[config.mk]
export PLATFORM = sky130hd
export DESIGN_NAME = mux_scan_sequencer
export DESIGN_NICKNAME = d
export VERILOG_FILES = /design/src/rtl/mux_scan_sequencer.sv
export SDC_FILE = /design/constraint.sdc
export NUM_CORES = 1
export LEC_CHECK = 0
export ABC_CLOCK_PERIOD_IN_PS = 2100
export CAP_MARGIN = 0
export CORE_MARGIN = 2
export CORE_UTILIZATION = 50
export CTS_CLUSTER_DIAMETER = 40
export CTS_CLUSTER_SIZE = 28
export DETAILED_ROUTE_END_ITERATION = 12
export MAX_ROUTING_LAYER = met4
export PLACE_DENSITY = 0.82
export SLEW_MARGIN = 10
export SYNTH_ARGS = -nofsm -noshare
export SYNTH_HDL_FRONTEND = slang
export SYNTH_SLANG_ARGS = --single-unit
[constraint.sdc]
create_clock -name clk -period 2.1 [get_ports clk]
set_input_delay 0.42 -clock clk [delete_from_list [all_inputs] [get_ports clk]]
set_output_delay 0.42 -clock clk [all_outputs]
set_load 0.05 [all_outputs]
[src/rtl/mux_scan_sequencer.sv]
// Byte-to-serial scan driver for an 8:1 selector: latches a byte, steps S through all
// positions, samples F. Optional self-check comparator enabled by macro MUX_SCAN_CHECK_EN.
module mux_scan_sequencer #(
    parameter int HOLD_CYCLES = 1,
    parameter bit MSB_FIRST   = 1'b0
) (
    input  logic       clk,
    input  logic       rst_n,
    input  logic       in_valid,
    output logic       in_ready,
    input  logic [7:0] in_data,
    output logic [7:0] mux_I,
    output logic [2:0] mux_S,
    input  logic       mux_F,
    output logic       ser_bit,
    output logic       ser_valid,
    output logic [7:0] out_data,
    output logic       out_valid,
    output logic       busy,
    output logic       mismatch
);

    typedef enum logic {
        IDLE = 1'b0,
        SCAN = 1'b1
    } state_t;

    localparam logic [3:0] HOLD_LAST = 4'(HOLD_CYCLES - 1);
    localparam logic [2:0] S_START   = MSB_FIRST ? 3'd7 : 3'd0;

    state_t     state;
    state_t     state_nxt;
    logic [3:0] hold_cnt;
    logic [2:0] step;
    logic       accept;
    logic       sample;
    logic       last_sample;

    function automatic logic [2:0] next_sel(input logic [2:0] s);
        return MSB_FIRST ? (s - 3'd1) : (s + 3'd1);
    endfunction

    assign in_ready = (state == IDLE);
    assign busy     = (state == SCAN);

    always_ff @(posedge clk) begin
        if (!rst_n) begin
            state <= IDLE;
        end else begin
            state <= state_nxt;
        end
    end

    always_comb begin
        accept      = in_valid && (state == IDLE);
        sample      = (state == SCAN) && (hold_cnt == HOLD_LAST);
        last_sample = sample && (step == 3'd7);
        state_nxt   = state;
        case (state)
            IDLE:    if (accept) state_nxt = SCAN;
            SCAN:    if (last_sample) state_nxt = IDLE;
            default: state_nxt = IDLE;
        endcase
    end

    // Select stays on one position for HOLD_CYCLES edges; F is captured on the last of them.
    always_ff @(posedge clk) begin
        if (!rst_n) begin
            mux_I     <= 8'd0;
            mux_S     <= 3'd0;
            ser_bit   <= 1'b0;
            ser_valid <= 1'b0;
            out_data  <= 8'd0;
            out_valid <= 1'b0;
            hold_cnt  <= 4'd0;
            step      <= 3'd0;
        end else begin
            ser_valid <= 1'b0;
            out_valid <= 1'b0;
            if (accept) begin
                mux_I    <= in_data;
                mux_S    <= S_START;
                hold_cnt <= 4'd0;
                step     <= 3'd0;
                out_data <= 8'd0;
            end else if (state == SCAN) begin
                if (sample) begin
                    ser_bit         <= mux_F;
                    ser_valid       <= 1'b1;
                    out_data[mux_S] <= mux_F;
                    hold_cnt        <= 4'd0;
                    if (step == 3'd7) begin
                        out_valid <= 1'b1;
                    end else begin
                        step  <= step + 3'd1;
                        mux_S <= next_sel(mux_S);
                    end
                end else begin
                    hold_cnt <= hold_cnt + 4'd1;
                end
            end
        end
    end

`ifdef MUX_SCAN_CHECK_EN
    logic [7:0] final_byte;

    // The final bit is not yet in out_data at the last sample edge, so merge it here.
    always_comb begin
        final_byte        = out_data;
        final_byte[mux_S] = mux_F;
    end

    always_ff @(posedge clk) begin
        if (!rst_n) begin
            mismatch <= 1'b0;
        end else if (accept) begin
            mismatch <= 1'b0;
        end else if (last_sample) begin
            mismatch <= (final_byte != mux_I);
        end
    end
`else
    assign mismatch = 1'b0;
`endif

endmodule

**Word-level counts from Yosys, hierarchy flattened**

Index checks and enable logic that the tools add are counted.

- Input bits: 12
- Register bits after elaboration: 30

- Bitwise gates (word level): 5
- $lt $le $gt $ge: 2
- Add/subtract/negate cells: 3
- Reductions and logical operators: 11
- Mux-type cells: 9
- Equality and inequality tests: 1

Operators by type and width:

| kind | count |
|---|---|
| 8-bit bitwise mux | 1 |
| 3-bit by 1-bit adder with 3-bit output, second input constant | 2 |
| 3-bit AND reduction | 2 |
| 1-bit 2-to-1 mux | 5 |
| 1-bit NOT | 5 |
| 4-bit by 1-bit adder with 4-bit output, second input constant | 1 |
| 1-bit logical AND | 4 |
| 4-bit zero test | 1 |
| 3-bit by 4-bit less-than comparator with 1-bit output, second input constant | 1 |
| 4-bit 2-to-1 mux | 1 |
| 4-bit OR reduction | 1 |
| 1-bit demux with 3-bit select | 1 |
| 3-bit == test, second input constant | 1 |
| 3-bit by 1-bit greater-or-equal comparator with 1-bit output, second input constant | 1 |
| 3-bit OR reduction | 1 |
| 1-bit one-hot mux with 2 select lines | 1 |
| 2-bit AND reduction | 1 |
| 2-bit OR reduction | 1 |

**Longest topological paths before layout**

- Depth in word-level cells: 5
- Mapped depth: 7
- Depth with buffers taken out: 5

**Least setup slack after synthesis**

No wires, ideal clock.

- Path kind: flip-flop to flip-flop
- Start: register state (netlist: busy)
- End: register out_data[5]
- Slack: 0.406 ns
- Buffers on the path: 1
- Arrival time: 1.620 ns
- Cell stages (with the launch flop): 5
- Setup time: 0.074 ns
- Cell sequence: dfxtp_1 > buf_2 > inv_2 > nor4b_1 > mux2i_1

- Cells in the longest elaborated chain, start to end: 3
- Elaborated cells between the ends (all ways): 5
- Those cells by class: 1 x bitwise; 4 x reduce/logical

RTL lines:

| what | RTL line | RTL |
|---|---|---|
| from (decl) | 31 | `state_t state;` |
| from (signal assigned) | 50 | `state <= state_nxt;` |
| 1-bit NOT (no source line) | - |  |
| named net in_ready | 10 | `output logic in_ready,` |
| 1-bit logical AND | 55 | `accept = in_valid && (state == IDLE);` |
| 2-bit OR reduction (no source line) | - |  |
| to (signal, indexed assignment) | 90 | `out_data[mux_S] <= mux_F;` |
| to (decl) | 17 | `output logic [7:0] out_data,` |

The timed path passes the listed nets, and every way through them passes these cells.
A chain may end at the register's enable or synchronous reset.

**Worst setup path after layout**

- Start: register out_data[3]
- End: output out_data[3]

No word-level cell between the ends.

==> summary.md <==
| Metric | Value |
|---|---|
| Clock Tree Root | clkbuf_4 |
| CP peak stage delay | 820 ps |
| Initial antenna violation count | 0 |
| Hold Buf Count CTS | 0 |
| Later-pin clock latency in the skew report | 330 ps |
| DP Worst Slack | 340 ps |
| Port bufs | 35 |
| Total CTS buffers | 5 |
| Relative slew margins | 65.0% |
| Vias in the first global route | 1156 |
| CP delay by family, top | buffers and inverters |
| Final cycle utilization of the critical path | 90.8% |
| Syn Area/Cell | 9.41 µm² |
| Final setup vio count | 0 |
| Detailed Route WL | 2.91 mm |
| Setup TNS | 0 ps |
| CTS tree | built |
| Die Span Y | 56.8 µm |
| Layout area overhead | 28.6% |
| Asr flop ratio synth | 0% |
| Mapped cell area | 0.00139 mm² |
| Final Hold Vio Count | 0 |
| Nets | 197 |
| P_leak | 0.745 nW |
| Worst-margin pin slew | 518 ps |
| DR DRC count | 0 |
| CP cell instances | clkdlybuf4s50_1 |
| Most frequent cell after synthesis | dfxtp_1 |
| Vias per std cell | 5.40 |
| Vias | 1144 |
| Antenna cells | 0 |
| Fmax | 525 MHz |
| # rows | 19 |
| Sequential share of power | 51.9% |
| # IOs | 37 |
| Gpl congestion | 0.800 |
| Power share of the clock group | 30.3% |
| CP startpoint kind | flop |
| Core ar. | 0.00271 mm² |
| Yosys warns | 0 |
| Internal power | 0.830 mW |
| Slowest cell on the critical path | clkdlybuf4s50_1 |
| Largest net degree at the start of global routing | 25 |
| Mapped Cells | 148 |
| Post-CTS Setup Inserts | 0 |
| CTS clock-pin slew for the worst setup and hold paths | 90 ps |
| Die area | 0.00322 mm² |
| Sw power | 0.338 mW |
| Final core occ | 66.1% |
| Distinct cell type count after synthesis | 37 |
| Detail Route Antenna Nets | 0 |
| Switching share of power | 29.0% |
| Clock Tree Buf Depth | 2 |
| Biggest area consumer among synthesized cells | dfxtp_1 |
| CP bufs+invs | 1 |
| Pwr dens | 653 mW/mm² |
| Top FF cell, synth | dfxtp_1 |
| VDD IR max | 0.478 mV |
| Most instantiated cells after synthesis | dfxtp_1 (30), nand2_1 (21), nand3_1 (20) |
| Post-DP HPWL | 2.16 mm |
| Fin Clk Skew | 7.06 ps |
| CP required | 1680 ps |
| Share of cells above drive strength 1 | 11.0% |
| Comb pwr share | 17.9% |
| Overflow after GRT | 0 |
| Arrival @ worst endpoint | 1490 ps |
| Syn_nets | 165 |
| Setup crit end kind | primary output |
| Max FO, Critical Path | 2 |
| Die Wd | 56.8 µm |
| Initial cell density of the core | 51.4% |
| Run status | completed |
| Pre-antenna DRT Iters | 6 |
| Unrepaired setup endpoints after global routing | no |
| Max H-tree Level | 2 |
| Avg WL per Cell | 13.7 µm |
| GRT Total Usage | 20.5% |
| Final Critical Period | 1910 ps |
| HP Class | flop to flop |
| First-pass GRT wire length | 4.95 mm |
| EDFF count, synth | 0 |
| Post-synth top area share | 43.1% |
| Max-cap violations | 0 |
| Slew Limit Fails | 0 |
| Seq/Total Area, Yosys | 43.1% |
| CTS Sinks | 30 |
| Seq cells post-synth | 30 |
| Synth top area cells | dfxtp_1 (43%), mux2i_1 (12%), nand3_1 (7.2%) |
| Crit Path Category | flop to primary output |
| Final worst slack | 194 ps |
| DRT iter0 DRCs | 11 |
==> area by class of cell <==
| type | count | area [µm²] |
|---|---|---|
| fill | 234 | 920 |
| multi-input combinational | 102 | 709 |
| sequential | 30 | 601 |
| timing repair buffer | 38 | 370 |
| clock buffer | 7 | 55.1 |
| tap | 31 | 38.8 |
| inverter | 3 | 11.3 |
| clock inverter | 1 | 5.00 |
==> per-stage QoR <==
step                      hold WS [ps]  power, mW  instance area, µm²  instances
after global routing               481       1.23                1790        212
after floorplan                    450      0.765                1390        148
after CTS                          461       1.18                1790        212
final                              457       1.17                1790        212
after global placement             445      0.822                1730        204
after detailed placement           450      0.828                1730        204
==> cell usage in the layout, fill, tap and decap left out, drive strengths merged, types with 3 or more instances in the layout <==
master	count
dfxtp	30
mux2i	16
buf	6
nand3	20
a21boi	8
inv	3
nor2b	3
nand3b	3
nand2	21
ha	5
clkbuf	7
clkdlybuf4s50	30
and4bb	3
==> timing repair <==
item	in CTS	in global routing
gates resized for setup	0	2
endpoints found under the setup margin	0	2
endpoints found under the hold margin	0	0
==> routing by layer <==
layer	track usage, %	routed length (µm)	up-vias
met2	34.6	1460	23
met1	22.1	1260	541
met3	8.53	137	6
met4	5.98	53	0
met5	-	0	-
li1	-	-	574
==> state kept, by name, summed over array words and instances, names as in the netlist <==
register / count
ser_bit: 1
out_data: 8
mux_I: 8
step: 3
out_valid: 1
ser_valid: 1
mux_S: 3
busy: 1
hold_cnt: 4
==> power groups by stage <==
stage	Clock (mW)	Combinational [mW]	Sequential, mW
finish	0.354	0.209	0.606
global route	0.397	0.223	0.609
CTS	0.364	0.209	0.606
detailed placement	0	0.208	0.619
global placement	0	0.204	0.618
floorplan	0	0.100	0.665
==> worst paths after layout <==
kind	startpoint	to	slack [ps]	cells after the start
setup / recovery	out_data[3]$_SDFFE_PP0P_	out_data[3]	190	1
hold / removal	mux_I[4]$_SDFFE_PN0P_	mux_I[4]$_SDFFE_PN0P_	460	2
setup reg to reg	busy$_SDFF_PN0_	step[2]$_SDFFE_PP0P_	450	3
hold reg to reg	mux_I[4]$_SDFFE_PN0P_	mux_I[4]$_SDFFE_PN0P_	460	2
==> kinds of logic (layout without fill, tap and decap cells) <==
logic type,Yosys count,count (layout),synth area share (%)
buffers and inverters,16,49,5.93
muxes,16,16,11.5
and+or+nand+nor,67,67,27.8
AOI/OAI and AO/OA,11,11,5.66
DFF,30,30,43.1
other,1,1,0.269
xor gates and xnor gates,2,2,1.26
adders and majority gates,5,5,4.49
No activity file was read; power rests on OpenSTA's default activity.
